File: config.mk
export PLATFORM = sky130hd
export DESIGN_NAME = uart_c2f_bridge
export DESIGN_NICKNAME = d
export VERILOG_FILES = /design/src/rtl/uart_c2f_bridge.sv
export SDC_FILE = /design/constraint.sdc
export NUM_CORES = 1
export LEC_CHECK = 0
export ABC_AREA = 1
export CAP_MARGIN = 20
export CORE_UTILIZATION = 51
export CTS_CLUSTER_SIZE = 12
export DETAILED_ROUTE_END_ITERATION = 6
export PLACE_DENSITY = 0.8
export SLEW_MARGIN = 0
export SYNTH_ARGS = -nofsm -noshare
export SYNTH_HDL_FRONTEND = slang
export SYNTH_SLANG_ARGS = --single-unit
File: constraint.sdc
create_clock -name clk -period 2.49 [get_ports clk]
set_clock_uncertainty 0.15 [all_clocks]
set_input_delay 0.747 -clock clk [delete_from_list [all_inputs] [get_ports clk]]
set_output_delay 0.747 -clock clk [all_outputs]
set_load 0.01 [all_outputs]
File: src/rtl/uart_c2f_bridge.sv
// uart_c2f_bridge
//   Turns a byte stream from a gateway UART into single fabric transactions
//   and sends a short byte reply back on the UART transmit path.
//   Frames accepted on rx:
//     'W' a3 a2 a1 a0 d3 d2 d1 d0  -> posted write, reply 'K'
//     'R' a3 a2 a1 a0              -> read, reply 'D' r3 r2 r1 r0, or 'T' on timeout
//     any other first byte         -> reply '?'
//   Ports:
//     clk, rstn                      clock, async active-low reset
//     rx_valid/rx_ready/rx_data      receive byte handshake (bridge is sink)
//     tx_valid/tx_ready/tx_data      transmit byte handshake (bridge is source)
//     C2F_Req*Q500H                  fabric request, one-cycle valid pulse
//     C2F_Rsp*Q502H, C2F_RspStall    fabric response and request back-pressure

package uart_c2f_pkg;
    typedef enum logic [1:0] {
        OP_NONE   = 2'd0,
        OP_WR     = 2'd1,
        OP_RD     = 2'd2,
        OP_RD_RSP = 2'd3
    } t_opcode;
endpackage

module uart_c2f_bridge
    import uart_c2f_pkg::*;
#(
    parameter int          RSP_TIMEOUT = 1024,
    parameter logic [1:0]  THREAD_ID   = 2'd0
) (
    input  logic        clk,
    input  logic        rstn,
    input  logic        rx_valid,
    input  logic [7:0]  rx_data,
    output logic        rx_ready,
    output logic        tx_valid,
    output logic [7:0]  tx_data,
    input  logic        tx_ready,
    output logic        C2F_ReqValidQ500H,
    output t_opcode     C2F_ReqOpcodeQ500H,
    output logic [1:0]  C2F_ReqThreadIDQ500H,
    output logic [31:0] C2F_ReqAddressQ500H,
    output logic [31:0] C2F_ReqDataQ500H,
    input  logic        C2F_RspValidQ502H,
    input  t_opcode     C2F_RspOpcodeQ502H,
    input  logic [1:0]  C2F_RspThreadIDQ502H,
    input  logic [31:0] C2F_RspDataQ502H,
    input  logic        C2F_RspStall
);

    localparam int TW = (RSP_TIMEOUT > 1) ? $clog2(RSP_TIMEOUT) : 1;
    localparam logic [TW-1:0] TMO_LAST = TW'(RSP_TIMEOUT - 1);

    typedef enum logic [2:0] {
        IDLE, ADDR, DATA, ISSUE, WAIT_RSP, SEND
    } t_state;

    t_state         state_q,   state_d;
    t_opcode        cmd_q,     cmd_d;
    logic [1:0]     cnt_q,     cnt_d;
    logic [31:0]    addr_q,    addr_d;
    logic [31:0]    data_q,    data_d;
    // Reply bytes leave from the top of rsp_q; rsp_len_q counts what is left.
    logic [39:0]    rsp_q,     rsp_d;
    logic [2:0]     rsp_len_q, rsp_len_d;
    logic [TW-1:0]  tmo_q,     tmo_d;

    logic rsp_match;
    assign rsp_match = C2F_RspValidQ502H && (C2F_RspOpcodeQ502H == OP_RD_RSP)
                    && (C2F_RspThreadIDQ502H == THREAD_ID);

    always_comb begin
        state_d           = state_q;
        cmd_d             = cmd_q;
        cnt_d             = cnt_q;
        addr_d            = addr_q;
        data_d            = data_q;
        rsp_d             = rsp_q;
        rsp_len_d         = rsp_len_q;
        tmo_d             = tmo_q;
        rx_ready          = 1'b0;
        tx_valid          = 1'b0;
        C2F_ReqValidQ500H = 1'b0;

        case (state_q)
            IDLE: begin
                rx_ready = 1'b1;
                if (rx_valid) begin
                    cnt_d  = 2'd0;
                    // Data register is cleared so a read presents zero data.
                    data_d = 32'h0;
                    if (rx_data == 8'h57) begin
                        cmd_d   = OP_WR;
                        state_d = ADDR;
                    end else if (rx_data == 8'h52) begin
                        cmd_d   = OP_RD;
                        state_d = ADDR;
                    end else begin
                        rsp_d     = {8'h3F, 32'h0};
                        rsp_len_d = 3'd1;
                        state_d   = SEND;
                    end
                end
            end
            ADDR: begin
                rx_ready = 1'b1;
                if (rx_valid) begin
                    addr_d = {addr_q[23:0], rx_data};
                    cnt_d  = cnt_q + 2'd1;
                    if (cnt_q == 2'd3)
                        state_d = (cmd_q == OP_WR) ? DATA : ISSUE;
                end
            end
            DATA: begin
                rx_ready = 1'b1;
                if (rx_valid) begin
                    data_d = {data_q[23:0], rx_data};
                    cnt_d  = cnt_q + 2'd1;
                    if (cnt_q == 2'd3)
                        state_d = ISSUE;
                end
            end
            ISSUE: begin
                if (!C2F_RspStall) begin
                    C2F_ReqValidQ500H = 1'b1;
                    if (cmd_q == OP_WR) begin
                        rsp_d     = {8'h4B, 32'h0};
                        rsp_len_d = 3'd1;
                        state_d   = SEND;
                    end else begin
                        tmo_d   = '0;
                        state_d = WAIT_RSP;
                    end
                end
            end
            WAIT_RSP: begin
                // A match in the expiry cycle takes priority over the timeout.
                if (rsp_match) begin
                    rsp_d     = {8'h44, C2F_RspDataQ502H};
                    rsp_len_d = 3'd5;
                    state_d   = SEND;
                end else if (tmo_q == TMO_LAST) begin
                    rsp_d     = {8'h54, 32'h0};
                    rsp_len_d = 3'd1;
                    state_d   = SEND;
                end else begin
                    tmo_d = tmo_q + TW'(1);
                end
            end
            SEND: begin
                tx_valid = 1'b1;
                if (tx_ready) begin
                    rsp_d     = {rsp_q[31:0], 8'h0};
                    rsp_len_d = rsp_len_q - 3'd1;
                    if (rsp_len_q == 3'd1)
                        state_d = IDLE;
                end
            end
            default: state_d = IDLE;
        endcase
    end

    always_ff @(posedge clk or negedge rstn) begin
        if (!rstn) begin
            state_q   <= IDLE;
            cmd_q     <= OP_NONE;
            cnt_q     <= 2'd0;
            addr_q    <= 32'h0;
            data_q    <= 32'h0;
            rsp_q     <= 40'h0;
            rsp_len_q <= 3'd0;
            tmo_q     <= '0;
        end else begin
            state_q   <= state_d;
            cmd_q     <= cmd_d;
            cnt_q     <= cnt_d;
            addr_q    <= addr_d;
            data_q    <= data_d;
            rsp_q     <= rsp_d;
            rsp_len_q <= rsp_len_d;
            tmo_q     <= tmo_d;
        end
    end

    assign tx_data              = rsp_q[39:32];
    assign C2F_ReqOpcodeQ500H   = cmd_q;
    assign C2F_ReqThreadIDQ500H = THREAD_ID;
    assign C2F_ReqAddressQ500H  = addr_q;
    assign C2F_ReqDataQ500H     = data_q;

endmodule

==> results.txt <==
DRC = 0
final worst slack = 0.0456 ns
sequential fraction of the synthesis area = 52.9%
GRT Resource Usage Total = 26.0%
Routed WL = 14300 um
DIE WIDTH = 109 um
Yosys warning total = 0
initial drt markers = 350
pin count of the biggest net entering global routing = 71
worst-path fanout max = 2
nets = 907
Clock Path Buffers = 2
synthesized area per cell = 8.24 um2
met2 Track Usage GR = 43.1%
Post-Syn Area = 0.00586 mm2
total power = 9.25 mW
CP Class = primary input to primary output
first-pass GRT wire length = 23700 um
H-tree levels = 4
layout cells sized above 1 = 11.3%
most common cell after layout, fill and taps aside = nand2_1
total CTS buffers = 17
Die Ht = 109 um
CORE AREA = 0.0110 mm2
Yosys top cell area share = 52.9%
antenna violations before repair = 0
RSZ-0062 raised after global routing = no
area grow syn2layout = 36.6%
Final setup viols = 0
final instance area = 0.00801 mm2
Leak = 4.00 nW
dpl cell area = 0.00740 mm2
clk_lat worst skew = 0.41 ns
Post-Place Cells = 971
Max Slew Vio Count = 0
Worst-path clk slew = 0.05 ns
Yosys reg bits = 124
Tcrit/Tclk final = 98.2%
Vias = 5264
Min-Delay Path Class = register to register
CP endpoint kind = primary output
Final min period = 2.44 ns
die area = 0.0119 mm2
Setup TNS Final = 0 ns
CTS tree = yes
crit path DAT = 1.55 ns
Synth area leader = dfrtp_1
Crit-path slowest cell = clkdlybuf4s50_1
num rows = 38
Initial Util = 53.2%
Layout Cells excl Fill = 1006
Post-Synthesis Cells = 712
crit start category = primary input
most frequent cells in the layout = nand2_1, dfrtp_1, clkdlybuf4s50_1
GR Util met1 = 33.2%
status = completed
worst slack at placement = -0.222 ns
# port buffers = 126
Critical path buffers and inverters = 2
FMAX = 409 MHz
largest cells by area after synthesis = dfrtp_1, nand2_1, nand3_1, inv_1, o21ai_0
crit-path leading delay family = buffers and inverters
post-layout util = 72.6%
Hold WS = 0.320 ns
crit-path max cell delay = 0.48 ns
fill count = 819
gpl congestion = 0.843
Max VDD drop = 0.749 mV
DR vias/cell = 5.23
library cells used by synthesis = 32
crit path cell chain = clkdlybuf4s50_1 -> nor2_1 -> dlygate4sd2_1
multi-input logic area = 0.00231 mm2
DPL Wire Length = 9840 um
# clock sinks = 124
met3 usage = 5.26%
cell area power density = 1160 mW/mm2
vias in the first global route = 5053
wire per inst = 14.2 um
drt first pass iters = 5
Antenna Violating Nets Remaining = 0
final hold violations = 0
gr busiest metal = met2
antenna cells = 0
Sequential Area = 0.00311 mm2
CTS root buf = clkbuf_16
Ports = 129
Max Cap Viol = 0
GRT overflow = 0
Worst Path Required = 1.59 ns
-- final timing paths --
path | slack (ns) | cells after the start | start | endpoint
max | 0.05 | 3 | C2F_RspStall | C2F_ReqValidQ500H
min | 0.32 | 2 | rsp_q[11] | rsp_q[11]
max reg2reg | 0.31 | 12 | state_q[0] | rsp_q[31]
min reg2reg | 0.32 | 2 | rsp_q[11] | rsp_q[11]
max in group asynchronous | 1.11 | 3 | rstn | state_q[1]
min in group asynchronous | 0.53 | 2 | rstn | C2F_ReqDataQ500H[24]
-- tightest hold or removal path, stage by stage (launching register included) --
cell,delay [ns]
dfrtp_1,0.34
nand2_1,0.06
nand2_1,0.04
-- cells by family (layout without fill, tap and decap cells) --
family / count (synthesis) / count (layout) / share of synthesized area (%)
flops: 124 / 124 / 52.9
xor+xnor: 5 / 5 / 0.747
simple gates: 397 / 397 / 28.1
other cells: 1 / 2 / 0.0639
mux: 13 / 13 / 2.50
buf+inv: 98 / 251 / 7.81
fa+ha+maj: 4 / 4 / 0.853
compound gates: 70 / 70 / 7.02
-- synthesized netlist by cell type --
master,count
nand2_1,278
dfrtp_1,124
nand3_1,70
inv_1,51
nor2_1,36
o21ai_0,35
o31ai_1,16
mux2_2,13
buf_2,12
buf_4,12
clkbuf_1,10
a21oi_1,9
inv_2,7
xor2_1,5
buf_6,4
ha_1,4
nand4_1,4
o211ai_1,3
buf_1,2
nand3_2,2
nor2_4,2
o21a_1,2
o21ai_1,2
a21boi_0,1
a21o_1,1
conb_1,1
nand2_2,1
nand2_4,1
nor2_8,1
nor3b_1,1
o21ai_2,1
or2_2,1
-- final cells by class --
type	count	share of cell area, %
flip-flops and latches	124	38.8
multi-input cells	491	28.8
repair buffers	161	20.2
clock buffers	18	5.48
inverters	58	2.72
well taps	140	2.19
clock inverters	14	1.81
-- flip-flops by register name, summed over array words and instances (netlist names) --
signal               cells
C2F_ReqDataQ500H        32
rsp_len_q                3
C2F_ReqAddressQ500H     32
C2F_ReqOpcodeQ500H       2
rsp_q                   40
cnt_q                    2
tmo_q                   10
state_q                  3
-- per-layer routing --
metal	wire, um	vias to the layer above
li1	-	2534
met1	6040	2489
met2	7060	212
met3	910	29
met4	305	0
met5	0	-
-- power by group --
| part | switching, mW | internal, mW |
|---|---|---|
| registers | 0.388 | 2.55 |
| logic | 2.15 | 1.77 |
| clock network | 0.903 | 1.50 |
| total | 3.44 | 5.81 |
-- timing repair --
item / CTS / global route
resized for setup: 5 / 0
setup buffers: 2 / 0
endpoints found under the setup margin: 3 / 0
hold endpoints to repair: 1 / 0
hold buffers: 1 / 0
Power figures use the tool's default switching activity.
